$ cat src/rtl/fb_pixel_arbiter.sv
// rtl/fb_pixel_arbiter.sv - ring-buffer arbiter sharing one single-port pixel memory between writer and reader
// Optional start-of-frame tracking enabled by defining FB_PIXEL_ARBITER_SOF_EN.
module fb_pixel_arbiter #(
  parameter int DW    = 24,
  parameter int AW    = 10,
  parameter int DEPTH = 1024
) (
  input  logic          clk,
  input  logic          rst_n,
  input  logic          wr_valid,
  output logic          wr_ready,
  input  logic [DW-1:0] wr_data,
  input  logic          wr_sof,
  output logic          rd_valid,
  input  logic          rd_ready,
  output logic [DW-1:0] rd_data,
  output logic          rd_sof,
  output logic          mem_en,
  output logic          mem_we,
  output logic [AW-1:0] mem_addr,
  output logic [DW-1:0] mem_wdata,
  input  logic [DW-1:0] mem_rdata,
  output logic [AW:0]   level
);

  localparam logic [AW:0]   FULL    = (AW+1)'(DEPTH);
  localparam logic [AW:0]   CNT_ONE = (AW+1)'(1);
  localparam logic [AW-1:0] PTR_ONE = AW'(1);
  localparam logic          GNT_WR  = 1'b1;
  localparam logic          GNT_RD  = 1'b0;

  logic [AW-1:0] wptr;
  logic [AW-1:0] rptr;
  logic [AW:0]   count;
  logic          inflight;
  logic          last_grant;

  logic wr_req;
  logic rd_req;
  logic wr_gnt;
  logic rd_gnt;

  // Round-robin on contention: the side that did not win last time goes now.
  always_comb begin
    wr_req = wr_valid && (count != FULL);
    rd_req = (count != '0) && !inflight && (!rd_valid || rd_ready);
    wr_gnt = wr_req && (!rd_req || last_grant == GNT_RD);
    rd_gnt = rd_req && (!wr_req || last_grant == GNT_WR);
  end

  assign wr_ready = (count != FULL) && !(rd_req && last_grant == GNT_WR);
  assign level    = count;

  always_comb begin
    mem_en    = wr_gnt || rd_gnt;
    mem_we    = wr_gnt;
    mem_addr  = rd_gnt ? rptr : wptr;
    mem_wdata = wr_data;
  end

  always_ff @(posedge clk) begin
    if (!rst_n) begin
      wptr       <= '0;
      rptr       <= '0;
      count      <= '0;
      inflight   <= 1'b0;
      last_grant <= GNT_RD;
    end else begin
      inflight <= rd_gnt;
      if (wr_gnt) begin
        wptr       <= wptr + PTR_ONE;
        count      <= count + CNT_ONE;
        last_grant <= GNT_WR;
      end else if (rd_gnt) begin
        rptr       <= rptr + PTR_ONE;
        count      <= count - CNT_ONE;
        last_grant <= GNT_RD;
      end
    end
  end

  // A reset during an inflight read clears inflight, so the stale mem_rdata is never captured.
  always_ff @(posedge clk) begin
    if (!rst_n) begin
      rd_valid <= 1'b0;
      rd_data  <= '0;
    end else if (inflight) begin
      rd_valid <= 1'b1;
      rd_data  <= mem_rdata;
    end else if (rd_ready) begin
      rd_valid <= 1'b0;
    end
  end

`ifdef FB_PIXEL_ARBITER_SOF_EN
  logic [AW-1:0] sof_addr;
  logic          sof_pending;
  logic          sof_inflight;
  logic          rd_sof_q;
  logic          sof_hit;

  assign sof_hit = rd_gnt && sof_pending && (rptr == sof_addr);

  always_ff @(posedge clk) begin
    if (!rst_n) begin
      sof_addr     <= '0;
      sof_pending  <= 1'b0;
      sof_inflight <= 1'b0;
      rd_sof_q     <= 1'b0;
    end else begin
      if (wr_gnt && wr_sof) begin
        sof_pending <= 1'b1;
        sof_addr    <= wptr;
      end else if (sof_hit) begin
        sof_pending <= 1'b0;
      end
      sof_inflight <= sof_hit;
      if (inflight) begin
        rd_sof_q <= sof_inflight;
      end
    end
  end

  assign rd_sof = rd_sof_q;
`else
  logic unused_wr_sof;
  assign unused_wr_sof = wr_sof;
  assign rd_sof        = 1'b0;
`endif

endmodule

$ cat config.mk
export PLATFORM = sky130hd
export DESIGN_NAME = fb_pixel_arbiter
export DESIGN_NICKNAME = d
export VERILOG_FILES = /design/src/rtl/fb_pixel_arbiter.sv
export SDC_FILE = /design/constraint.sdc
export NUM_CORES = 1
export LEC_CHECK = 0
export CORE_ASPECT_RATIO = 1.5
export CORE_MARGIN = 2
export CORE_UTILIZATION = 47
export DETAILED_ROUTE_END_ITERATION = 12
export GPL_ROUTABILITY_DRIVEN = 0
export HOLD_SLACK_MARGIN = 0.12
export PLACE_DENSITY = 0.84
export REMOVE_ABC_BUFFERS = 1
export SYNTH_ARGS = -nofsm -noshare
export SYNTH_HDL_FRONTEND = slang
export SYNTH_SLANG_ARGS = --single-unit
export TNS_END_PERCENT = 30
$ cat constraint.sdc
create_clock -name clk -period 10.5 [get_ports clk]
set_input_delay 3.15 -clock clk [delete_from_list [all_inputs] [get_ports clk]]
set_output_delay 3.15 -clock clk [all_outputs]
set_load 0.005 [all_outputs]
; Word level (Yosys, flattened, before mapping)
; Cells that the tools add are included.
[totals]
reg_bits = 58
input_bits = 53
[classes]
add_sub_neg = 4
reduce_logical = 20
n_bitwise = 2
n_eq_ne = 1
mux = 7
[ops]
columns = cell, count
row1 = 2-to-1 mux 11 bit, 2
row2 = "adder 10 x 1 -> 10 bit, second input constant", 2
row3 = "adder 11 x 1 -> 11 bit, second input constant", 1
row4 = "!= test 11 bit, second input constant", 1
row5 = nonzero test 11 bit, 1
row6 = "subtractor 11 x 1 -> 11 bit, second input constant", 1
row7 = 2-to-1 mux 10 bit, 1
row8 = logical AND 1 bit, 7
row9 = zero test 1 bit, 5
row10 = logical OR 1 bit, 4
row11 = 2-to-1 mux 1 bit, 4
row12 = nonzero test 2 bit, 2
row13 = inverter 1 bit, 2
row14 = AND reduction 2 bit, 1

; Longest topological paths before layout
[logic_depth]
depth_word = 8
depth_mapped = 11

; Least setup slack after synthesis
; OpenSTA, ideal clock, no wires.
[synth_timing]
path_kind = input -> output
startpoint = in rd_ready
endpoint = out mem_addr[0]
path_stages = 5
path_slack_ns = 3.055
required_time_ns = 7.350
arrival_time_ns = 4.295
path_buffers = 1
cell_sequence = inv_1 -> a21o_1 -> a311oi_4 -> buf_4 -> mux2_2
[synth_between]
elab_chain_len = 4
[synth_rtl]
columns = item, line
row1 = "start, declared", 15  ; input logic rd_ready,
row2 = logical OR 1 bit, 46  ; rd_req = (count != '0) && !inflight && (!rd_valid || rd_ready);
row3 = logical AND 1 bit, 46
row4 = logical AND 1 bit, 48  ; rd_gnt = rd_req && (!wr_req || last_grant == GNT_WR);
row5 = 2-to-1 mux 10 bit, 57  ; mem_addr = rd_gnt ? rptr : wptr;
row6 = "end, declared", 20  ; output logic [AW-1:0] mem_addr,
; No other way between the ends.

; Worst setup path after layout
[layout_timing]
startpoint = in rd_ready
endpoint = out mem_addr[4]
; Same word-level chain as after synthesis.

==> metrics.cfg <==
[sta]
timing.hold.ws_ns = 0.512
finalSetupViolations = 0
finalMaxSlewViolations = 0
rsz0062_at_grt = false
relSlewSlack = 0.300
finalHoldViolCount = 0
min_period_ns = 8.83
finalCritPeriodShare = 0.841
max_freq_mhz = 113
worstMarginPinSlew_ns = 1.05
setup_tns_ns = 0
skew_ns = 0.00821

[pwr]
combinationalPowerShare = 0.415
powerDensity_mw_per_mm2 = 224
p_sw_frac = 0.332
p_int_mw = 0.599
pwr-share-clk = 0.252
p_switching_mw = 0.297
irDropWorstVdd_uv = 118
p_leak_nw = 1.61
total_power_mw = 0.896
seq_power_share = 0.334

[setup_path]
r2r-start = level[6]$_SDFFE_PN0P_
path_buf_inv = 3
r2r_cells = 11
cp_cell_sequence = clkdlybuf4s50_1, inv_1, a21o_1, a311oi_4, mux2_2, clkdlybuf4s50_1
cp_slowest_cell = a311oi_4
timing.rr.end = level[10]$_SDFFE_PN0P_
crit_arrival_ns = 5.68
r2r_setup_slack_ns = 6.76
cp.required_ns = 7.35
crit_type = primary input to primary output
setup.worst_path.end_class = primary output
cp_num_cells = 6
path_common_cell = clkdlybuf4s50_1
cp_slowest_stage_delay_ns = 0.92
critical_path.max_fanout = 22
critPathTopFamily = compound AO/OA/AOI/OAI gates
start_kind = primary input

[run_status]
outcome = complete, no violations

[clocking]
postCtsSetupRepairBufs = 0
htreeDepth = 3
hold_buffers = 0
cts_max_path_buffers = 2
clkTransAtPathRegs_ns = 0.06
cts_tree = done
cts_resized = 0
root_buffer = clkbuf_8
cts.sinks = 58
clk_latency_ns = 0.32
cts_made_buffers = 9

[drt]
drc = 0
drt-pass1-iter-count = 4
vias = 2407
avgRoutedWirePerCell_um = 15.7
vias_per_cell = 5.34
wl_um = 7080
postRouteAntennaNets = 0
first_iter_violations = 72

[synthesis]
synth_edf_count = 0
ys_warn_count = 0
synth_top_flop_cell = dfxtp_1
ys_seq_area_frac = 0.368
yosysTopAreaCell = dfxtp_1
yosysUniqueCellTypes = 41
synth_area_mm2 = 0.00315
synth_top_area_frac = 0.368
ys_seq_elements = 58
syn_inst = 318
yosys-top-cells-area = dfxtp_1, mux2i_1, nor2b_1, buf_4, xnor2_1
syn_area_per_cell_um2 = 9.92
async_reset_ff_frac = 0

[final_layout]
area_growth_pct = 26.8
final_cell_mix = clkdlybuf4s50_1, dfxtp_1, mux2i_1
antennaDiodeCount = 0
fin_util = 0.617
drive_gt1_frac = 0.0933
final_common_cell = clkdlybuf4s50_1
fill_cells = 550
nets = 435

[floorplanning]
die_h_um = 104
fp.dieW_um = 70.9
start_util = 0.486
fp-row-count = 36
io_pins = 127
die_area_mm2 = 0.00740
core_mm2 = 0.00649

[job]
cap_violations = 0

[global_routing]
grt_pass1_vias = 2377
grt_overflow_total = 0
track_usage = 0.194
grt_max_degree = 35
grt_pass1_wl_um = 11400
antenna_found_initial = 0

[min_path]
worstHoldPathType = register to register
min_to = level[10]$_SDFFE_PN0P_
hold_path_depth = 2
hp-start = level[10]$_SDFFE_PN0P_

[placement]
io_buffers = 76
place_hpwl_um = 5200

worst max-delay path by stage:
stage / from / endpoint / slack (ns)
5_1_grt: rd_ready / mem_addr[0] / 1.56
6_report: rd_ready / mem_addr[4] / 1.67
2_1_floorplan: rd_ready / mem_addr[0] / 2.80
3_3_place_gp: rd_ready / mem_addr[9] / 1.70
3_5_place_dp: rd_ready / mem_addr[8] / 1.69
4_1_cts: rd_ready / mem_addr[4] / 1.67
cell usage after synthesis (2+ instances only):
master	instances
nor2b_1	32
a21o_1	4
o211a_1	3
xor2_1	7
mux2i_1	33
and4_1	2
inv_1	6
nand2_1	16
dfxtp_1	58
nand4_1	7
ha_1	11
a211o_1	2
clkbuf_1	9
and3_1	5
o21ai_0	6
o211ai_1	2
a211oi_1	3
mux2_2	10
a21oi_1	8
xnor2_1	19
and2_1	21
nor4_4	2
nand3_1	7
o21bai_1	2
nor2_1	2
buf_4	26
per-layer routing:
metal	vias up	wire length [um]	GRT usage
met5	-	0	0.0296
met3	9	614	0.0862
met2	83	3330	0.302
li1	1179	-	-
met1	1136	3060	0.236
met4	0	75	0.0593
cell type report:
class,count,area [um^2],share of cell area
Clock buffer,11,141,0.0354
Tap cell,76,95.1,0.0238
Clock inverter,5,77.6,0.0194
Timing Repair Buffer,78,776,0.194
Inverter,6,22.5,0.00563
Multi-Input combinational cell,217,1730,0.431
Sequential cell,58,1160,0.290
sequential cells by signal, summed over array words and instances (netlist names):
register    flops
rd_data        24
level          11
rptr           10
wptr           10
inflight        1
last_grant      1
rd_valid        1
worst register-to-register path: stages (launching register included):
cell      delay [ns]
dfxtp_1         0.36
nor4_4          0.39
nand3_2         0.23
a21oi_2         0.51
inv_1           0.36
fa_1            0.57
a211oi_1        0.24
o21bai_1        0.13
o21ai_0         0.30
o21ai_0         0.18
mux2i_1         0.20
mux2i_1         0.19
metrics by stage:
step | instance area [um^2] | setup WS, ns | std cells
3_5_place_dp | 3780 | 1.69 | 435
3_3_place_gp | 3780 | 1.70 | 435
2_1_floorplan | 2910 | 2.80 | 281
5_1_grt | 4000 | 1.56 | 451
6_report | 4000 | 1.67 | 451
4_1_cts | 4000 | 1.67 | 451
power by group through the flow:
| stage | clock, mW | combinational (mW) | sequential, mW |
|---|---|---|---|
| 2_1_floorplan | 0 | 0.237 | 0.307 |
| 3_3_place_gp | 0 | 0.359 | 0.303 |
| 3_5_place_dp | 0 | 0.371 | 0.305 |
| 4_1_cts | 0.231 | 0.374 | 0.300 |
| 5_1_grt | 0.245 | 0.413 | 0.305 |
| 6_report | 0.226 | 0.371 | 0.299 |
kinds of logic after synthesis:
family          after synthesis  synth area share
other cells                   1           0.00119
flops                        58             0.368
mux                          43             0.140
compound gates               38            0.0948
xor+xnor                     26            0.0722
fa+ha+maj                    12            0.0500
buf+inv                      43            0.0849
simple gates                 97             0.188
Note: power is estimated with default switching activity, not from simulation.
